`src/rtl/chacha_pkg.sv`:
```
// Shared ChaCha loader definitions: sigma constant, state/config byte maps, round latency and FSM states.
package chacha_pkg;

  localparam logic [7:0] CHACHA_SIGMA [16] = '{
    8'h65, 8'h78, 8'h70, 8'h61, 8'h6e, 8'h64, 8'h20, 8'h33,
    8'h32, 8'h2d, 8'h62, 8'h79, 8'h74, 8'h65, 8'h20, 8'h6b
  };

  // Core state byte map
  localparam logic [5:0] KEY_BASE   = 6'd16;
  localparam logic [5:0] CTR_BASE   = 6'd48;
  localparam logic [5:0] NONCE_BASE = 6'd52;
  localparam logic [5:0] LAST_IDX   = 6'd63;

  // Host config byte map
  localparam logic [5:0] CFG_NONCE_BASE = 6'd32;
  localparam logic [5:0] CFG_CTR_BASE   = 6'd44;
  localparam logic [5:0] CFG_RSVD_BASE  = 6'd48;

  localparam int unsigned CHACHA_ROUND_CYCLES = 32'd160;

  typedef enum logic [1:0] {
    ST_IDLE = 2'd0,
    ST_LOAD = 2'd1,
    ST_WAIT = 2'd2
  } chacha_state_e;

endpackage

```
`src/rtl/chacha_cfg_regs.sv`:
```
// Key/nonce/counter store in host config byte order, with a combinational read by core state address.
// CHACHA_LOADER_CTR_INC_EN adds the per-block counter increment port.
module chacha_cfg_regs
  import chacha_pkg::*;
(
  input  logic       clk,
  input  logic       rst_n,
  input  logic       we,
  input  logic [5:0] waddr,
  input  logic [7:0] wdata,
`ifdef CHACHA_LOADER_CTR_INC_EN
  input  logic       ctr_inc,
`endif
  input  logic [5:0] rd_addr,
  output logic [7:0] rd_data
);

  logic [7:0]  cfg_r [48];
  logic [5:0]  rd_idx_s;
  logic [31:0] ctr_s;
  logic [31:0] ctr_inc_s;

  assign ctr_s     = {cfg_r[47], cfg_r[46], cfg_r[45], cfg_r[44]};
  assign ctr_inc_s = ctr_s + 32'd1;

  // Config byte storage: host writes below the reserved range, optional counter advance
  always_ff @(posedge clk or negedge rst_n) begin
    if (!rst_n) begin
      cfg_r <= '{default: 8'h00};
    end else begin
      if (we && (waddr < CFG_RSVD_BASE)) begin
        cfg_r[waddr] <= wdata;
      end
`ifdef CHACHA_LOADER_CTR_INC_EN
      if (ctr_inc) begin
        cfg_r[44] <= ctr_inc_s[7:0];
        cfg_r[45] <= ctr_inc_s[15:8];
        cfg_r[46] <= ctr_inc_s[23:16];
        cfg_r[47] <= ctr_inc_s[31:24];
      end
`endif
    end
  end

  // Core state address -> sigma constant or config byte (key and counter/nonce swap order)
  always_comb begin
    rd_idx_s = 6'd0;
    rd_data  = 8'h00;
    if (rd_addr < KEY_BASE) begin
      rd_data = CHACHA_SIGMA[rd_addr[3:0]];
    end else begin
      if (rd_addr < CTR_BASE) begin
        rd_idx_s = rd_addr - KEY_BASE;
      end else if (rd_addr < NONCE_BASE) begin
        rd_idx_s = rd_addr - (CTR_BASE - CFG_CTR_BASE);
      end else begin
        rd_idx_s = rd_addr - (NONCE_BASE - CFG_NONCE_BASE);
      end
      rd_data = cfg_r[rd_idx_s];
    end
  end

`ifndef CHACHA_LOADER_CTR_INC_EN
  logic unused_ctr_s;
  assign unused_ctr_s = ^ctr_inc_s;
`endif

endmodule

```
`src/rtl/chacha_loader.sv`:
```
// Streams the 64-byte ChaCha initial state into the block core, then waits for its ready flag.
// CHACHA_LOADER_CTR_INC_EN advances the block counter on every done.
module chacha_loader
  import chacha_pkg::*;
(
  input  logic       clk,
  input  logic       rst_n,
  input  logic       cfg_we,
  input  logic [5:0] cfg_addr,
  input  logic [7:0] cfg_data,
  input  logic       start,
  output logic       busy,
  output logic       done,
  output logic       blk_write,
  output logic [5:0] blk_addr,
  output logic [7:0] blk_data,
  input  logic       blk_ready
);

  chacha_state_e state_r, state_nxt_s;
  logic [5:0] idx_r, idx_nxt_s;
  logic       busy_r, done_r, blk_write_r;
  logic [5:0] blk_addr_r;
  logic [7:0] blk_data_r;

  logic       done_nxt_s, write_nxt_s;
  logic [5:0] addr_nxt_s, rd_addr_s;
  logic [7:0] data_nxt_s, rd_data_s;
  logic       cfg_we_s;

  assign cfg_we_s = cfg_we & ~busy_r;

  chacha_cfg_regs u_cfg_regs (
    .clk     (clk),
    .rst_n   (rst_n),
    .we      (cfg_we_s),
    .waddr   (cfg_addr),
    .wdata   (cfg_data),
`ifdef CHACHA_LOADER_CTR_INC_EN
    .ctr_inc (done_nxt_s),
`endif
    .rd_addr (rd_addr_s),
    .rd_data (rd_data_s)
  );

  // Next state, next byte index and next output values
  always_comb begin
    state_nxt_s = state_r;
    idx_nxt_s   = idx_r;
    rd_addr_s   = 6'd0;
    write_nxt_s = 1'b0;
    addr_nxt_s  = blk_addr_r;
    data_nxt_s  = blk_data_r;
    done_nxt_s  = 1'b0;
    case (state_r)
      ST_IDLE: begin
        if (start) begin
          state_nxt_s = ST_LOAD;
          idx_nxt_s   = 6'd0;
          rd_addr_s   = 6'd0;
          write_nxt_s = 1'b1;
          addr_nxt_s  = 6'd0;
          data_nxt_s  = rd_data_s;
        end else begin
          state_nxt_s = ST_IDLE;
        end
      end
      ST_LOAD: begin
        if (idx_r == LAST_IDX) begin
          state_nxt_s = ST_WAIT;
        end else begin
          idx_nxt_s   = idx_r + 6'd1;
          rd_addr_s   = idx_r + 6'd1;
          write_nxt_s = 1'b1;
          addr_nxt_s  = idx_r + 6'd1;
          data_nxt_s  = rd_data_s;
        end
      end
      ST_WAIT: begin
        // Core drops ready on the first write edge, so a high here is this block's result
        if (blk_ready) begin
          state_nxt_s = ST_IDLE;
          done_nxt_s  = 1'b1;
        end else begin
          state_nxt_s = ST_WAIT;
        end
      end
      default: begin
        state_nxt_s = ST_IDLE;
      end
    endcase
  end

  // State, index and registered outputs
  always_ff @(posedge clk or negedge rst_n) begin
    if (!rst_n) begin
      state_r     <= ST_IDLE;
      idx_r       <= 6'd0;
      busy_r      <= 1'b0;
      done_r      <= 1'b0;
      blk_write_r <= 1'b0;
      blk_addr_r  <= 6'd0;
      blk_data_r  <= 8'h00;
    end else begin
      state_r     <= state_nxt_s;
      idx_r       <= idx_nxt_s;
      busy_r      <= (state_nxt_s != ST_IDLE);
      done_r      <= done_nxt_s;
      blk_write_r <= write_nxt_s;
      blk_addr_r  <= addr_nxt_s;
      blk_data_r  <= data_nxt_s;
    end
  end

  assign busy      = busy_r;
  assign done      = done_r;
  assign blk_write = blk_write_r;
  assign blk_addr  = blk_addr_r;
  assign blk_data  = blk_data_r;

endmodule
```
`config.mk`:
```
export PLATFORM = sky130hd
export DESIGN_NAME = chacha_loader
export DESIGN_NICKNAME = d
export VERILOG_FILES = /design/src/rtl/chacha_pkg.sv /design/src/rtl/chacha_cfg_regs.sv /design/src/rtl/chacha_loader.sv
export SDC_FILE = /design/constraint.sdc
export NUM_CORES = 1
export LEC_CHECK = 0
export CORE_MARGIN = 2
export CORE_UTILIZATION = 40
export CTS_BUF_LIST = sky130_fd_sc_hd__clkbuf_8
export CTS_CLUSTER_DIAMETER = 100
export DETAILED_ROUTE_END_ITERATION = 12
export GPL_ROUTABILITY_DRIVEN = 1
export GPL_TIMING_DRIVEN = 1
export PLACE_DENSITY = 0.58
export SKIP_CTS_REPAIR_TIMING = 1
export SYNTH_ARGS = -nofsm -noshare
export SYNTH_HDL_FRONTEND = slang
export SYNTH_HIERARCHICAL = 1
export SYNTH_SLANG_ARGS = --single-unit
```
`constraint.sdc`:
```
create_clock -name clk -period 5.2 [get_ports clk]
set_input_delay 1.04 -clock clk [delete_from_list [all_inputs] [get_ports clk]]
set_output_delay 1.04 -clock clk [all_outputs]
set_load 0.005 [all_outputs]
```
### Yosys cells after proc, flatten, opt, wreduce, memory -nomap -nowiden

Memories as Yosys holds them, arrays and structs flattened.
Index checks and enable logic that the tools add are counted.

| storage, ports and cells | value |
|---|---|
| register bits after elaboration | 403 |
| memory bits (read-only) | 128 |
| input bits | 19 |
| output and inout port bits | 17 |
| word-level logic and storage cells | 112 |
| memories | 1 |

| operators by class | value |
|---|---|
| add/sub/neg operators | 4 |
| $lt $le $gt $ge | 8 |
| eq/ne operators | 5 |
| mux-type cells | 29 |
| bitwise gates (word level) | 5 |
| reductions and logical operators | 6 |

Memories:

| name | depth | bits a word | read ports | clocked after memory_dff | write ports | line | source |
|---|---|---|---|---|---|---|---|
| (name not given) | 16 | 8 | 1 | 0 | 0 | chacha_cfg_regs.sv:50 | `rd_data = CHACHA_SIGMA[rd_addr[3:0]];` |

Operator list:

| kind | number |
|---|---|
| 384-bit bitwise mux | 1 |
| 8-bit two-way mux | 8 |
| 8-bit binary-select mux with 6-bit select | 1 |
| 8-bit demux with 6-bit select | 1 |
| 6-bit two-way mux | 7 |
| 6-bit less-than comparator, second input constant | 3 |
| 8-bit case mux with 2 select lines | 1 |
| 7-bit greater-or-equal comparator, second input constant | 2 |
| 6-bit inverter with 7-bit output | 2 |
| 6-bit case mux with 2 select lines | 1 |
| 6-bit by 5-bit subtractor with 6-bit output, second input constant | 2 |
| 7-bit by 1-bit less-than comparator with 1-bit output, second input constant | 1 |
| 6-bit by 1-bit adder with 6-bit output, second input constant | 1 |
| 6-bit == test, second input constant | 1 |
| 6-bit by 5-bit less-than comparator with 1-bit output, second input constant | 1 |
| 2-bit case mux with 3 select lines | 1 |
| 6-bit by 3-bit subtractor with 6-bit output, second input constant | 1 |
| 5-bit greater-or-equal comparator, second input constant | 1 |
| 1-bit two-way mux | 5 |
| 4-bit inverter with 5-bit output | 1 |
| 2-bit two-way mux | 2 |
| 2-bit inequality test, second input constant | 2 |
| 2-bit nonzero test | 2 |
| 3-bit AND reduction | 1 |
| other kinds (7) | 8 |

### Longest topological paths before layout

| depth | value |
|---|---|
| depth after elaboration | 14 |
| depth in mapped cells | 17 |
| gate-level depth less buffers | 15 |

### Modules after synthesis

Netlist, hierarchy kept.

Modules (own cells, without submodules):

| module | times used | cells an instance | area each (um^2) | sequential area each (um^2) |
|---|---|---|---|---|
| chacha_cfg_regs | 1 | 1216 | 18218.7 | 9609.2 |
| chacha_loader | 1 | 85 | 915.9 | 475.5 |

### Worst setup path before layout

OpenSTA, ideal clock, no wires.

| timing path | value |
|---|---|
| path type | register to register |
| start point | register blk_addr[1] (netlist name) |
| end point | register blk_data_r[1] (netlist: blk_data[1]) |
| library setup time | 0.125 ns |
| arrival time | 3.796 ns |
| data required time | 5.075 ns |
| path slack | 1.280 ns |
| stages on the path, launching flop included | 18 |
| buffers on the path | 3 |
| period minus slack after synthesis | 3.920 ns |
| cells stage by stage | dfrtp_1 > ha_1 > xnor2_1 > nor2_1 > buf_2 > buf_2 > inv_1 > clkbuf_1 > ha_1 > nand2b_1 > ha_1 > o21a_1 > o21ai_4 > mux4_2 > nand2_1 > o21ai_1 > a211o_1 > mux2_2 |

RTL lines:

| element | line | source |
|---|---|---|
| end signal: assignment | chacha_loader.sv:111 | `blk_data_r <= data_nxt_s;` |
| end: declaration | chacha_loader.sv:24 | `logic [7:0] blk_data_r;` |

==> results.sh <==
export IMPL_run_status="completed"
export IMPL_synthFlopType="dfrtp_1"
export IMPL_antenna_found_initial=2
export IMPL_totalPowerFinal_uw=9750
export IMPL_root_buffer="clkbuf_8"
export IMPL_routed_wl_um=47020
export IMPL_worstMarginPinSlew_ns=1.165
export IMPL_gp_congestion=0.8796
export IMPL_critPathLaunchType="flop"
export IMPL_rows=80
export IMPL_timing_hold_violations_final=0
export IMPL_yosysUniqueCellTypes=62
export IMPL_rsz0062_at_grt="false"
export IMPL_tns_ns=0
export IMPL_min_path_type="in -> async"
export IMPL_timing_final_crit_share_pct=81.85
export IMPL_power_leakage_uw=0.01022
export IMPL_r2r_slack_ns=0.94
export IMPL_globalRouteOverflowTotal=0
export IMPL_syn2layout_area_growth_pct=11.75
export IMPL_layout_setup_ws_ns=0.9436
export IMPL_dpl_worst_slack_ns=1.011
export IMPL_cp_slowest_stage_delay_ns=0.90
export IMPL_slew_violations=0
export IMPL_synth_top_area_share_pct=52.70
export IMPL_synthArstFlopShare_pct=100.0
export IMPL_numCtsBuffers=72
export IMPL_wl_per_cell_um=23.58
export IMPL_grt_pass1_wl_um=73810
export IMPL_netlist_instances=1301
export IMPL_final_cell_mix="403 x dfrtp_1, 397 x mux2_2, 90 x clkbuf_8, 89 x mux4_2, 84 x nand2_1"
export IMPL_pin_count=36
export IMPL_first_global_vias=11815
export IMPL_synthTopCellsByArea="dfrtp_1 53%, mux2_2 23%, mux4_2 10%"
export IMPL_final_common_cell="dfrtp_1"
export IMPL_critical_path_required_ns=5.78
export IMPL_yosys_warnings=6
export IMPL_dieHeight_um=222.7
export IMPL_final_setup_skew_ns=0.02258
export IMPL_timing_worst_setup_path_type="reg -> reg"
export IMPL_synth_enable_flop_cells=0
export IMPL_final_antenna_net_count=0
export IMPL_via_per_inst=5.649
export IMPL_peakVddDrop_mv=0.3955
export IMPL_finalSetupViolations=0
export IMPL_fmax_ghz=0.2349
export IMPL_crit_chain="ha_1 -> nand3_1 -> xor2_1 -> nor2_1 -> buf_4 -> and2_1 -> xnor2_4 -> mux2i_1 -> a2111oi_0 -> o31a_1 -> mux2_2"
export IMPL_power_density_mw_per_mm2=456.0
export IMPL_synth_area_mm2=0.01913
export IMPL_drive_gt1_share_pct=46.84
export IMPL_core_area_mm2=0.04745
export IMPL_finalNetCount=1364
export IMPL_critPathCaptureType="flop"
export IMPL_dieArea_mm2=0.04960
export IMPL_placement_io_buffers=35
export IMPL_clkLatencyLatePin_ns=0.64
export IMPL_dr_pass1_iters=5
export IMPL_htreeDepth=3
export IMPL_grt_start_max_net_pins=110
export IMPL_synth_fp_nets=1327
export IMPL_clockBufferDepth=3
export IMPL_cp_top_family="XOR/XNOR gates"
export IMPL_yosys_area_top_type="dfrtp_1"
export IMPL_min_period_ns=4.256
export IMPL_start_util_pct=40.33
export IMPL_initialDrtViolationCount=854
export IMPL_track_usage_pct=19.57
export IMPL_via_count=11264
export IMPL_cts_sinks=403
export IMPL_tritoncts="done"
export IMPL_cts_clk_slew_worst_paths_ns=0.06
export IMPL_path_max_fanout=20
export IMPL_die_w_um=222.7
export IMPL_critPathBufInv=1
export IMPL_maxCapViolations=0
export IMPL_arrival_ns=4.83
export IMPL_ys_seq_elements=403
export IMPL_relSlewSlack_pct=22.20
export IMPL_synth_avg_cell_area_um2=14.71
export IMPL_route_detailed_drc=0
export IMPL_cpMaxStageDelayCell="xnor2_4"
export IMPL_ys_seq_area_share_pct=52.70
export IMPL_dp_hpwl_um=30030
[power breakdown]
group          leakage, uW  internal [uW]  switching [uW]
logic              0.00388           1410            2170
clock network     0.000767           1580            1250
registers          0.00558           3240             103
total               0.0102           6230            3520
[path summary, 6_finish.rpt]
path | from | endpoint | cells past startpoint
setup / recovery | blk_addr[0]$_DFFE_PN0P_ | blk_data[0]$_DFFE_PN0P_ | 11
max in group asynchronous | rst_n | u_cfg_regs/cfg_r[18]$_DFFE_PN0P_ | 2
hold reg to reg | u_cfg_regs/cfg_r[44]$_DFFE_PN0P_ | u_cfg_regs/cfg_r[44]$_DFFE_PN0P_ | 1
setup reg to reg | blk_addr[0]$_DFFE_PN0P_ | blk_data[0]$_DFFE_PN0P_ | 11
hold / removal | rst_n | u_cfg_regs/cfg_r[180]$_DFFE_PN0P_ | 1
min in group clk | u_cfg_regs/cfg_r[44]$_DFFE_PN0P_ | u_cfg_regs/cfg_r[44]$_DFFE_PN0P_ | 1
[registers in the layout, summed over array words and instances (netlist names)]
register	count
blk_addr	6
done	1
state_r	2
blk_data	8
blk_write	1
busy	1
u_cfg_regs/cfg_r	384
[synthesized netlist by cell type (all sizes together) (3+ instances only)]
library cell	n
dfrtp	403
mux2	397
mux4	98
nand2	84
clkbuf	63
nor2	48
buf	30
mux2i	24
nand3	18
o21ai	13
a21oi	12
inv	10
nor3	8
a211oi	7
ha	7
o211ai	7
and2	6
o221ai	6
a211o	4
nand2b	4
nor2b	4
or3	4
a311oi	3
nand4	3
or3b	3
xor2	3
[final cells by class]
| class | instances | area (um2) |
|---|---|---|
| fillers | 4280 | 26060 |
| flip-flops and latches | 403 | 10080 |
| multi-input cells | 795 | 8578 |
| clock buffers | 90 | 1239 |
| well taps | 615 | 769.5 |
| repair buffers | 56 | 548.0 |
| clock inverters | 23 | 121.4 |
| inverters | 10 | 37.54 |
| diodes | 2 | 5.005 |
[cell families after synthesis]
family	count (synthesis)	share of synthesized area, %
compound gates	71	2.714
xor+xnor	5	0.3270
fa+ha+maj	7	0.4577
buf+inv	103	2.596
flops	403	52.70
mux	519	36.33
simple gates	193	4.872
[layer usage]
layer	GRT usage, %	routed length, um	vias up
met5	0	0	-
met3	3.782	2307	80
met2	29.96	21890	297
met4	6.950	1196	0
li1	-	-	4899
met1	27.87	21620	5988
[stage by stage]
stage | cell area (um2) | util [%] | instances | hold slack (ns)
after CTS | 21380 | 45.06 | 1992 | 0.3273
after floorplan | 19130 | - | 1301 | 0.4708
after global placement | 20020 | 42.19 | 1879 | 0.4807
after global routing | 21380 | 45.06 | 1993 | 0.3559
after detailed placement | 20020 | 42.19 | 1879 | 0.4884
final | 21380 | 45.07 | 1994 | 0.3496
[worst register-to-register path, delay by kind of cell (launching register included)]
kind / cells / cell delay [ns]
AO/OA/AOI/OAI: 2 / 1.05
XOR/XNOR: 2 / 1.08
adder cells (fa/ha/maj): 1 / 0.32
buffers and inverters: 1 / 0.20
flip-flops: 1 / 0.55
multiplexers: 2 / 0.46
AND/OR/NAND/NOR: 3 / 0.54
No activity file was read; power rests on OpenSTA's default activity.
==> RTL change (same settings) <==
The option `CHACHA_LOADER_CTR_INC_EN` is turned on by a define.
--- a/src/rtl/chacha_cfg_regs.sv
+++ b/src/rtl/chacha_cfg_regs.sv
@@ -2,2 +2,4 @@
 // CHACHA_LOADER_CTR_INC_EN adds the per-block counter increment port.
+`define CHACHA_LOADER_CTR_INC_EN
+
 module chacha_cfg_regs
Behaviour: same outputs for any inputs over 4 cycles, from zero or initial values and one cycle with rst_n low; that may be too few to reach the edited logic, so the function may still have changed.
==> RTL change against the original RTL <==
  * Synthesized cell count grew 14%
  * Maximum frequency grew 3.3%
  * Synthesized area grew 3.3%
  * Critical endpoint is now blk_data[4]$_DFFE_PN0P_
  * Setup slack gained 0.14 ns
  * Sequential power grew 2%
  * Count of clock-buffer cells in the layout shrank 2
  * Cell area grew 3.6%
  * Final cell count grew 12%
  * Sequential cell count is the same
  * Power grew 3.4%
  * Clock skew grew 0.014 ns
  * Largest power group unchanged
  * Routed wire length grew 11%
==> RTL change: results (changes against the original RTL) <==
Power
The worst-case vdd ir drop is 0.345 mV (-13%). The leakage power total was 10.4 nW (+1.4%). The fraction of power spent switching nets was 36.6% (+0.47 points).

Final layout
The count of inserted antenna diode cells came to 0 (-2). The flip-flop count of the largest register, all copies and words added is 384 (unchanged). The number of inserted filler cells in the final layout is 4490 (+4.9%). Relative to the synthesized area, the layout overhead comes to 12.1%.

More flip-flops sit in one register than any other, and that register is u_cfg_regs/cfg_r. The share of final-layout standard cells stronger than drive strength 1 came to 38.6% (-8.2 points). The net count reported at finish was 1552 (+14%).

Global route
The global routing usage summed across all routing layers was 21.0% (+1.4 points). The pin count of the biggest net entering global routing is 119 (+8.2%). The number of global-route vias before repair came to 13000 (+10%).

The first-pass GRT wire length was 80.7 mm (+9.3%). The initial antenna violation count is 0 (-2).

Critical path
On the critical path the largest part of the delay comes from simple AND/OR/NAND/NOR gates. The worst-path maximum fanout is 9 (-55%). The delay contributed by the slowest stage of the critical path came to 0.55 ns (-0.35 ns). The slowest stage of the critical path is the nor2_1 cell. The arrival time of data at the critical path endpoint was 4.64 ns (-0.19 ns).

Synthesis
The net count after synthesis is 1510 (+14%). The most used flip-flop cell after synthesis is dfrtp_1. The number of warnings issued by yosys came to 6 (unchanged).

The proportion of register bits with asynchronous set or reset after synthesis is 100% (unchanged). The sequential cell area fraction in the yosys report came to 51.0% (-1.7 points). In the synthesized netlist, the cells that appear most often are dfrtp_1 (403), mux2_2 (335), nand2_1 (131). The count of cell types in the netlist was 68 (+9.7%). After synthesis, the cell types taking the most area are dfrtp_1 (51%), mux2_2 (19%), mux4_2 (11%).

Clocking
The deepest level of the CTS H-tree is 3 (unchanged). The number of buffers on the longest clock path came to 3 (unchanged). The root buffer cell chosen for the clock tree is clkbuf_8. The register clock-pin slew on the reported worst setup and hold paths is 0.06 ns (about the same).

Min path
The type of the worst min-delay path is flip-flop to flip-flop.

Drt
The detailed-routing iteration count for the pre-antenna-repair pass came to 7 (+2). The violation count after the first detailed-routing iteration is 1119 (+31%). The wire length per cell is 23.3 um (-1.1%). The ratio of routed vias to standard cells is 5.70 (+0.83%).

Place
The last weighted congestion value of the routability-driven placer was 0.863 (-1.9%). The post-place setup slack is 0.942 ns (-0.0684 ns). The post-DP HPWL is 33.7 mm (+12%). The placed instance area is 0.0208 mm2 (+4.0%).

Timing
The final worst clock skew was 0.0363 ns (+0.0137 ns). The actual slew at the worst max-slew pin came to 1.22 ns (+0.0565 ns).

Status
The run finished with clean final reports.
==> RTL change: cell count changes after synthesis, moves of 18 or more <==
cell,before,now
a21oi_1,12,35
nand3_1,16,34
nor2_1,28,48
nand2_1,84,131
o21ai_0,9,60
mux2_2,397,335
==> RTL change: layout make-up <==
cell class,instances,share of cell area (%)
clock buffers,88,5.47
clock inverters,29,0.570
inverters,16,0.271
multi-input cells,959,41.3
flip-flops and latches,403,45.5
well taps,664,3.75
repair buffers,73,3.18
==> RTL change: logic make-up (layout without fill, tap and decap cells) <==
family / Yosys count / count (layout) / synth area share, %
adders and majority gates: 8 / 8 / 0.507
DFF: 403 / 403 / 51.0
AOI/OAI and AO/OA: 174 / 174 / 5.64
and+or+nand+nor: 301 / 301 / 7.33
xor gates and xnor gates: 10 / 10 / 0.443
buffers and inverters: 121 / 206 / 2.85
muxes: 466 / 466 / 32.2
==> RTL change: power groups by stage <==
stage	clock network [mW]	logic (mW)	registers (mW)
finish	2.80	3.89	3.40
detailed placement	0	3.87	3.45
CTS	2.89	3.89	3.40
global placement	0	3.85	3.45
global route	3.03	4.16	3.41
floorplan	0	2.62	3.39
==> RTL change: final timing paths <==
| kind | from | end | slack (ns) | cells after the start |
|---|---|---|---|---|
| worst min register to register | u_cfg_regs/cfg_r[40]$_DFFE_PN0P_ | u_cfg_regs/cfg_r[40]$_DFFE_PN0P_ | 0.48 | 2 |
| max in group asynchronous | rst_n | u_cfg_regs/cfg_r[264]$_DFFE_PN0P_ | 3.53 | 2 |
| worst max-delay path | blk_addr[0]$_DFFE_PN0P_ | blk_data[4]$_DFFE_PN0P_ | 1.08 | 14 |
| min in group asynchronous | rst_n | u_cfg_regs/cfg_r[17]$_DFFE_PN0P_ | 0.54 | 1 |
| worst min-delay path | u_cfg_regs/cfg_r[40]$_DFFE_PN0P_ | u_cfg_regs/cfg_r[40]$_DFFE_PN0P_ | 0.48 | 2 |
| worst max register to register | blk_addr[0]$_DFFE_PN0P_ | blk_data[4]$_DFFE_PN0P_ | 1.08 | 14 |
==> RTL change: stage by stage <==
stage	total power, mW	std cells
after CTS	10.2	2232
after floorplan	6.01	1483
after detailed placement	7.32	2115
after global placement	7.30	2115
after global routing	10.6	2232
final	10.1	2232
==> RTL change: worst register-to-register path, delay by kind of cell (launching register included) <==
kind            cells  cell delay [ns]
compound gates      3             0.59
fa+ha+maj           3             0.78
buf+inv             1             0.23
flops               1             0.47
mux                 1             0.25
simple gates        6             1.68
==> RTL change: routing by layer <==
layer  track usage (%)  part of all wire [%]  up-vias
met5                 0                     0        -
met4              6.69                   2.0        0
met3              4.09                   5.1       64
met2              33.1                    47      326
met1              29.2                    45     6722
li1                  -                     -     5601
